<file path="src/rtl/serial_adder_pkg.sv">
// Shared types and sizing helpers for the bit-serial adder.
`timescale 1ns/1ps
package serial_adder_pkg;

  typedef enum logic [1:0] {
    IDLE = 2'd0,
    RUN  = 2'd1,
    DONE = 2'd2
  } state_t;

  // Bit-counter width; a 1-bit operand still needs a 1-bit counter.
  function automatic int cnt_w(input int width);
    int w;
    w = $clog2(width);
    return (w < 1) ? 1 : w;
  endfunction

endpackage

</file>
<file path="src/rtl/fulladder.sv">
// Single-bit full adder cell.
`timescale 1ns/1ps
module fulladder (
  input  logic a,
  input  logic b,
  input  logic cin,
  output logic s,
  output logic c
);

  assign s = a ^ b ^ cin;
  assign c = (a & b) | (a & cin) | (b & cin);

endmodule

</file>
<file path="src/rtl/serial_adder.sv">
// Bit-serial adder: one operand bit per clock through a single fulladder,
// with the carry kept in a flop between bits.
`timescale 1ns/1ps
module serial_adder
  import serial_adder_pkg::*;
#(
  parameter int WIDTH = 8
) (
  input  logic             clk,
  input  logic             reset,
  input  logic             start,
  input  logic [WIDTH-1:0] a,
  input  logic [WIDTH-1:0] b,
  input  logic             cin,
  output logic             busy,
  output logic             done,
  output logic [WIDTH-1:0] sum,
  output logic             cout
);

  localparam int            CW   = cnt_w(WIDTH);
  localparam logic [CW-1:0] LAST = CW'(WIDTH - 1);

  state_t           state;
  logic [WIDTH-1:0] a_sr;
  logic [WIDTH-1:0] b_sr;
  logic [WIDTH-1:0] res;
  logic [WIDTH-1:0] res_next;
  logic             carry;
  logic [CW-1:0]    cnt;
  logic             fa_s;
  logic             fa_c;

  fulladder u_fa (
    .a   (a_sr[0]),
    .b   (b_sr[0]),
    .cin (carry),
    .s   (fa_s),
    .c   (fa_c)
  );

  // Sum bits enter at the MSB so the LSB-first result lands in place after WIDTH shifts.
  always_comb begin
    res_next            = res >> 1;
    res_next[WIDTH-1]   = fa_s;
  end

  always_ff @(posedge clk or posedge reset) begin
    if (reset) begin
      state <= IDLE;
      a_sr  <= '0;
      b_sr  <= '0;
      res   <= '0;
      carry <= 1'b0;
      cnt   <= '0;
      busy  <= 1'b0;
      done  <= 1'b0;
      sum   <= '0;
      cout  <= 1'b0;
    end else begin
      done <= 1'b0;
      case (state)
        IDLE, DONE: begin
          if (start) begin
            a_sr  <= a;
            b_sr  <= b;
            carry <= cin;
            res   <= '0;
            cnt   <= '0;
            busy  <= 1'b1;
            state <= RUN;
          end else begin
            state <= IDLE;
          end
        end
        RUN: begin
          a_sr  <= a_sr >> 1;
          b_sr  <= b_sr >> 1;
          res   <= res_next;
          carry <= fa_c;
          cnt   <= cnt + CW'(1);
          // Last bit: publish the result on the same edge it completes.
          if (cnt == LAST) begin
            sum   <= res_next;
            cout  <= fa_c;
            busy  <= 1'b0;
            done  <= 1'b1;
            state <= DONE;
          end
        end
        default: begin
          busy  <= 1'b0;
          state <= IDLE;
        end
      endcase
    end
  end

endmodule

</file>
<file path="config.mk">
export PLATFORM = sky130hd
export DESIGN_NAME = serial_adder
export DESIGN_NICKNAME = d
export VERILOG_FILES = /design/src/rtl/serial_adder_pkg.sv /design/src/rtl/fulladder.sv /design/src/rtl/serial_adder.sv
export SDC_FILE = /design/constraint.sdc
export NUM_CORES = 1
export LEC_CHECK = 0
export CAP_MARGIN = 25
export CORE_AREA = 2 2 56 71
export CTS_CLUSTER_DIAMETER = 30
export CTS_CLUSTER_SIZE = 40
export DETAILED_ROUTE_END_ITERATION = 10
export DIE_AREA = 0 0 58 73
export PLACE_DENSITY = 0.75
export SYNTH_ARGS = -nofsm -noshare
export SYNTH_HDL_FRONTEND = slang
export SYNTH_SLANG_ARGS = --single-unit
</file>
<file path="constraint.sdc">
create_clock -name clk -period 1.8 [get_ports clk]
set_input_delay 0.18 -clock clk [delete_from_list [all_inputs] [get_ports clk]]
set_output_delay 0.18 -clock clk [all_outputs]
set_load 0.005 [all_outputs]
</file>
-- Yosys cells after proc, flatten, opt, wreduce, memory -nomap -nowiden
Cells that the tools add are included.
- output and inout port bits: 11
- register bits: 41
- input port bits: 20
- equality and inequality tests: 5
- $add $sub $neg: 1
- muxes and demuxes: 18
- reduce and logical (&&, ||, !) cells: 6
- bitwise gates (word level): 7
- operators with widths (cell ; number):
    8-bit case mux with 2 select lines ; 3
    8-bit 2-to-1 mux ; 3
    1-bit 2-to-1 mux ; 6
    3-bit case mux with 2 select lines ; 1
    2-bit AND reduction ; 3
    2-bit inequality test (second input constant) ; 2
    1-bit case mux with 2 select lines ; 2
    2-bit case mux with 2 select lines ; 1
    3-bit by 1-bit adder with 3-bit output (second input constant) ; 1
    1-bit AND ; 3
    3-bit equality test (second input constant) ; 1
    3-bit 2-to-1 mux ; 1
    2-bit by 1-bit equality test with 1-bit output (second input constant) ; 1
    2-bit equality test (second input constant) ; 1
    2-bit zero test ; 1
    2-bit 2-to-1 mux ; 1
    1-bit bitwise OR ; 2
    2-bit nonzero test ; 1
    2-bit OR reduction ; 1
    1-bit bitwise XOR ; 2

-- Depth between registers and ports, before layout
- word-level depth: 4
- gate-level depth with buffers: 5
- depth with buffers taken out: 5

-- By module
From an unflattened synthesis, not the netlist that was laid out.
- cell total of the unflattened synthesis: 166
- area total of the unflattened synthesis: 1870.5 um^2
- modules (own cells, without submodules) (module ; cells an instance ; instances ; sequential area each (um^2) ; area each (um^2)):
    serial_adder ; 165 ; 1 ; 1001.0 ; 1850.5
    fulladder ; 1 ; 1 ; 0.0 ; 20.0

-- Worst setup path before layout
No wires, ideal clock.
- kind: register to register
- start: reg cnt[0]
- end: reg cnt[2]
- data required time: 1679 ps
- period minus slack after synthesis: 1369 ps
- arrival time: 1248 ps
- cell stages (with the launch flop): 5
- setup time: 121 ps
- path buffers: 0
- slack: 431 ps
- cells stage by stage: dfrtp_1 -> ha_1 -> ha_1 -> mux2_2 -> a22o_1
- word-level cells in the longest chain between the ends: 2
- RTL lines (element ; line ; text):
    start, declared ; serial_adder.sv:30 ; logic [CW-1:0] cnt;
    start signal, assigned ; serial_adder.sv:81 ; cnt <= cnt + CW'(1);
    3-bit by 1-bit adder with 3-bit output ; serial_adder.sv:81 ;
    3-bit case mux with 2 select lines ; serial_adder.sv:62 ; case (state)
No other way between the ends.
A chain may end at the register's enable or synchronous reset.

-- Worst setup path in the final report
- start: reg state[0]
- end: reg sum[6]
- word-level cells in the longest chain between the ends: 2
- RTL lines (element ; line ; text):
    start, declared ; serial_adder.sv:24 ; state_t state;
    start signal, assigned ; serial_adder.sv:50 ; state <= IDLE;
    start signal, assigned ; serial_adder.sv:71 ; state <= RUN;
    start signal, assigned ; serial_adder.sv:73 ; state <= IDLE;
    2-bit by 1-bit equality test with 1-bit output ; serial_adder.sv:62 ;
    2-bit AND reduction (no line) ; -- ;
    end signal, assigned ; serial_adder.sv:84 ; sum <= res_next;
    end, declared ; serial_adder.sv:17 ; output logic [WIDTH-1:0] sum,
No other way between the ends.

==> results.md <==
- Diodes inserted: 0
- Largest vdd supply drop: 1070 uV
- Detailed placer's ending HPWL: 2.56 mm
- Clock power frac: 0.151
- YS warnings: 0
- Crit-path slowest cell: nor2b_1
- Final wirelength: 3.54 mm
- Max incr delay on CP: 0.40 ns
- Clk_lat worst skew: 0.28 ns
- Largest net degree at the start of global routing: 41
- Core ar.: 3630 um2
- WL/cell: 15.7 um
- Worst slew margin: 0.632
- Overall Power: 3.56 mW
- Most common cell after layout, fill and taps aside: dfrtp_1
- Gate power share: 0.406
- Least-Margin Pin Slew: 0.553 ns
- Setup crit end kind: flop
- Crit. Startpoint: state[0]$_DFFE_PP0P_
- Gate Count Post-Synth: 151
- CTS Hold Bufs: 0
- DRT antenna net count: 0
- Vias in the first global route: 1364
- Maximum clock path buffer count: 2
- Metal3 WL: 151 um
- Sequential area share after synthesis: 0.576
- Setup Fix Bufs, Post-CTS: 0
- Cell internal pwr: 2.35 mW
- DIE WIDTH: 58 um
- RSZ-0062 raised after global routing: false
- Reg2Reg Setup Slack: 0.31 ns
- Uppermost layer routed: met4
- Fin. max-slew vios: 0
- Most frequent cells in the layout: 40 x dfrtp_1, 30 x clkdlybuf4s50_1, 15 x mux2_2
- I/O pin total: 31
- Psw: 1.21 mW
- Flops & latches, synth: 40
- Number of flops mapped to enable cells by yosys: 0
- Top-area cell type share of the netlist area: 0.576
- Starting density of the core: 0.479
- Share of power burned in registers: 0.443
- Layout area overhead: 25.1%
- CP max FO: 9
- Vias post-DR: 1263
- R2R depth: 4
- CTS resizes: 0
- 1st-pass router iterations: 4
- Mapped Area: 1740 um2
- Avg Cell Area, Syn: 11.5 um2
- Worst-path cell chain: nor2b_1 > nand2_4 > inv_2 > mux2_2
- Startpoint Class: flop
- Worst Setup EP: sum[6]$_DFFE_PP0P_
- Max-cap viol count: 0
- Switching portion of total power: 0.339
- # port buffers: 30
- All-Layer GR Usage: 0.190
- Leak: 0.973 nW
- Setup tns final: 0 ns
- Hold/Removal Path Class: in2async
- Asr flop ratio synth: 1.00
- WS Path Type: reg2reg
- RD Place Congestion: 0.774
- Post-Route M1 WL: 1.49 mm
- Data arrival, critical path: 1.67 ns
- Num CTS Buffers: 5
- CTS tree: built
- Final core utilization: 0.599
- Worst-path clk slew: 0.07 ns
- Critical R2R Launch: state[0]$_DFFE_PP0P_
- Skew final: 0.00635 ns
- Status: finished clean
- Mapped Nets: 174
- Initial drt markers: 44
- Post-route minimum period: 1.49 ns
- Row cnt: 25
- Antenna violations before repair: 0
- Required time worst endpoint: 1.98 ns
- Hold Vio Cnt, Final: 0
- Top post-synthesis cells by area: dfrtp_1 58%, mux2_2 9.7%, o22ai_1 4.3%
- Met2 wire length: 1.84 mm
- Gr ovfl total: 0
- Root buf cell: clkbuf_8
- Unique masters post-synth: 26
- Die area: 4230 um2
- Pwr Density: 1640 nW/um2
- Layout cells sized above 1: 0.161
- Vias/cell: 5.59
- First-pass GRT wire length: 6.09 mm
- Synth area leader: dfrtp_1
- Post-route DRC: 0
- Final Setup Violations: 0
- Clock sink count: 40
- Die height: 73 um
- Final net count: 209
- Final period util: 0.829
- Clock H-tree levels: 2
- # fillers: 308
- Synth Flop Type: dfrtp_1
- Fmax: 670 MHz
- R2r endpoint: sum[6]$_DFFE_PP0P_
==> area by class of cell <==
type | count | area, um2 | area share
clock buffer | 6 | 72.6 | 0.0334
clock inverter | 1 | 5.00 | 0.00230
inverter | 3 | 11.3 | 0.00518
multi-input combinational | 99 | 681 | 0.313
sequential | 40 | 1000 | 0.461
tap | 40 | 50.0 | 0.0230
timing repair buffer | 37 | 353 | 0.162
==> worst min-delay path by stage <==
stage	end	slack [ns]	cells past startpoint
floorplan	a_sr[6]$_DFFE_PP0P_	0.32	2
detailed placement	busy$_DFFE_PP0P_	0.48	2
global route	b_sr[2]$_DFFE_PP0P_	0.36	3
CTS	sum[4]$_DFFE_PP0P_	0.34	3
global placement	busy$_DFFE_PP0P_	0.48	2
finish	a_sr[0]$_DFFE_PP0P_	0.31	3
==> critical path: cells and delay by family, from the launching register on <==
kind	cells	cell delay [ns]
buffers and inverters	1	0.11
DFF	1	0.38
muxes	1	0.33
and+or+nand+nor	2	0.58
==> per-layer routing <==
metal | vias up | global-route usage
met5 | - | 0
met4 | 0 | 0.0801
met3 | 7 | 0.0408
met2 | 36 | 0.324
met1 | 617 | 0.230
li1 | 603 | -
==> power groups by stage <==
| stage | Combinational, mW | Clock (mW) | Sequential (mW) |
|---|---|---|---|
| after global placement | 1.38 | 0 | 1.56 |
| after global routing | 1.62 | 0.604 | 1.63 |
| after CTS | 1.46 | 0.558 | 1.58 |
| final | 1.45 | 0.538 | 1.58 |
| after detailed placement | 1.46 | 0 | 1.59 |
| after floorplan | 0.980 | 0 | 1.52 |
==> per-stage QoR <==
step | instances | hold WS, ns | area (um2) | setup slack (ns)
after floorplan | 151 | 0.322 | 1740 | 0.431
after CTS | 226 | 0.340 | 2170 | 0.304
after detailed placement | 219 | 0.475 | 2100 | 0.307
after global placement | 219 | 0.476 | 2100 | 0.346
final | 226 | 0.311 | 2170 | 0.308
after global routing | 226 | 0.363 | 2170 | 0.199
==> cell families after synthesis <==
family | after synthesis | synth area share
compound gates | 30 | 0.114
xor+xnor | 1 | 0.00504
simple gates | 47 | 0.132
fa+ha+maj | 3 | 0.0259
flops | 40 | 0.576
mux | 18 | 0.114
buf+inv | 12 | 0.0324
==> state kept, by name, indices dropped and copies added (netlist names) <==
register	count
cnt	3
busy	1
res	7
carry	1
state	2
a_sr	8
done	1
b_sr	8
cout	1
sum	8
==> synthesized netlist by cell type (all sizes together), types with 6 or more instances <==
library cell / n
dfrtp: 40
mux2: 15
nor2: 14
nor3: 12
o22ai: 12
nand2: 8
o21ai: 8
buf: 7
a22o: 6
nand2b: 6
Power figures use the tool's default switching activity.
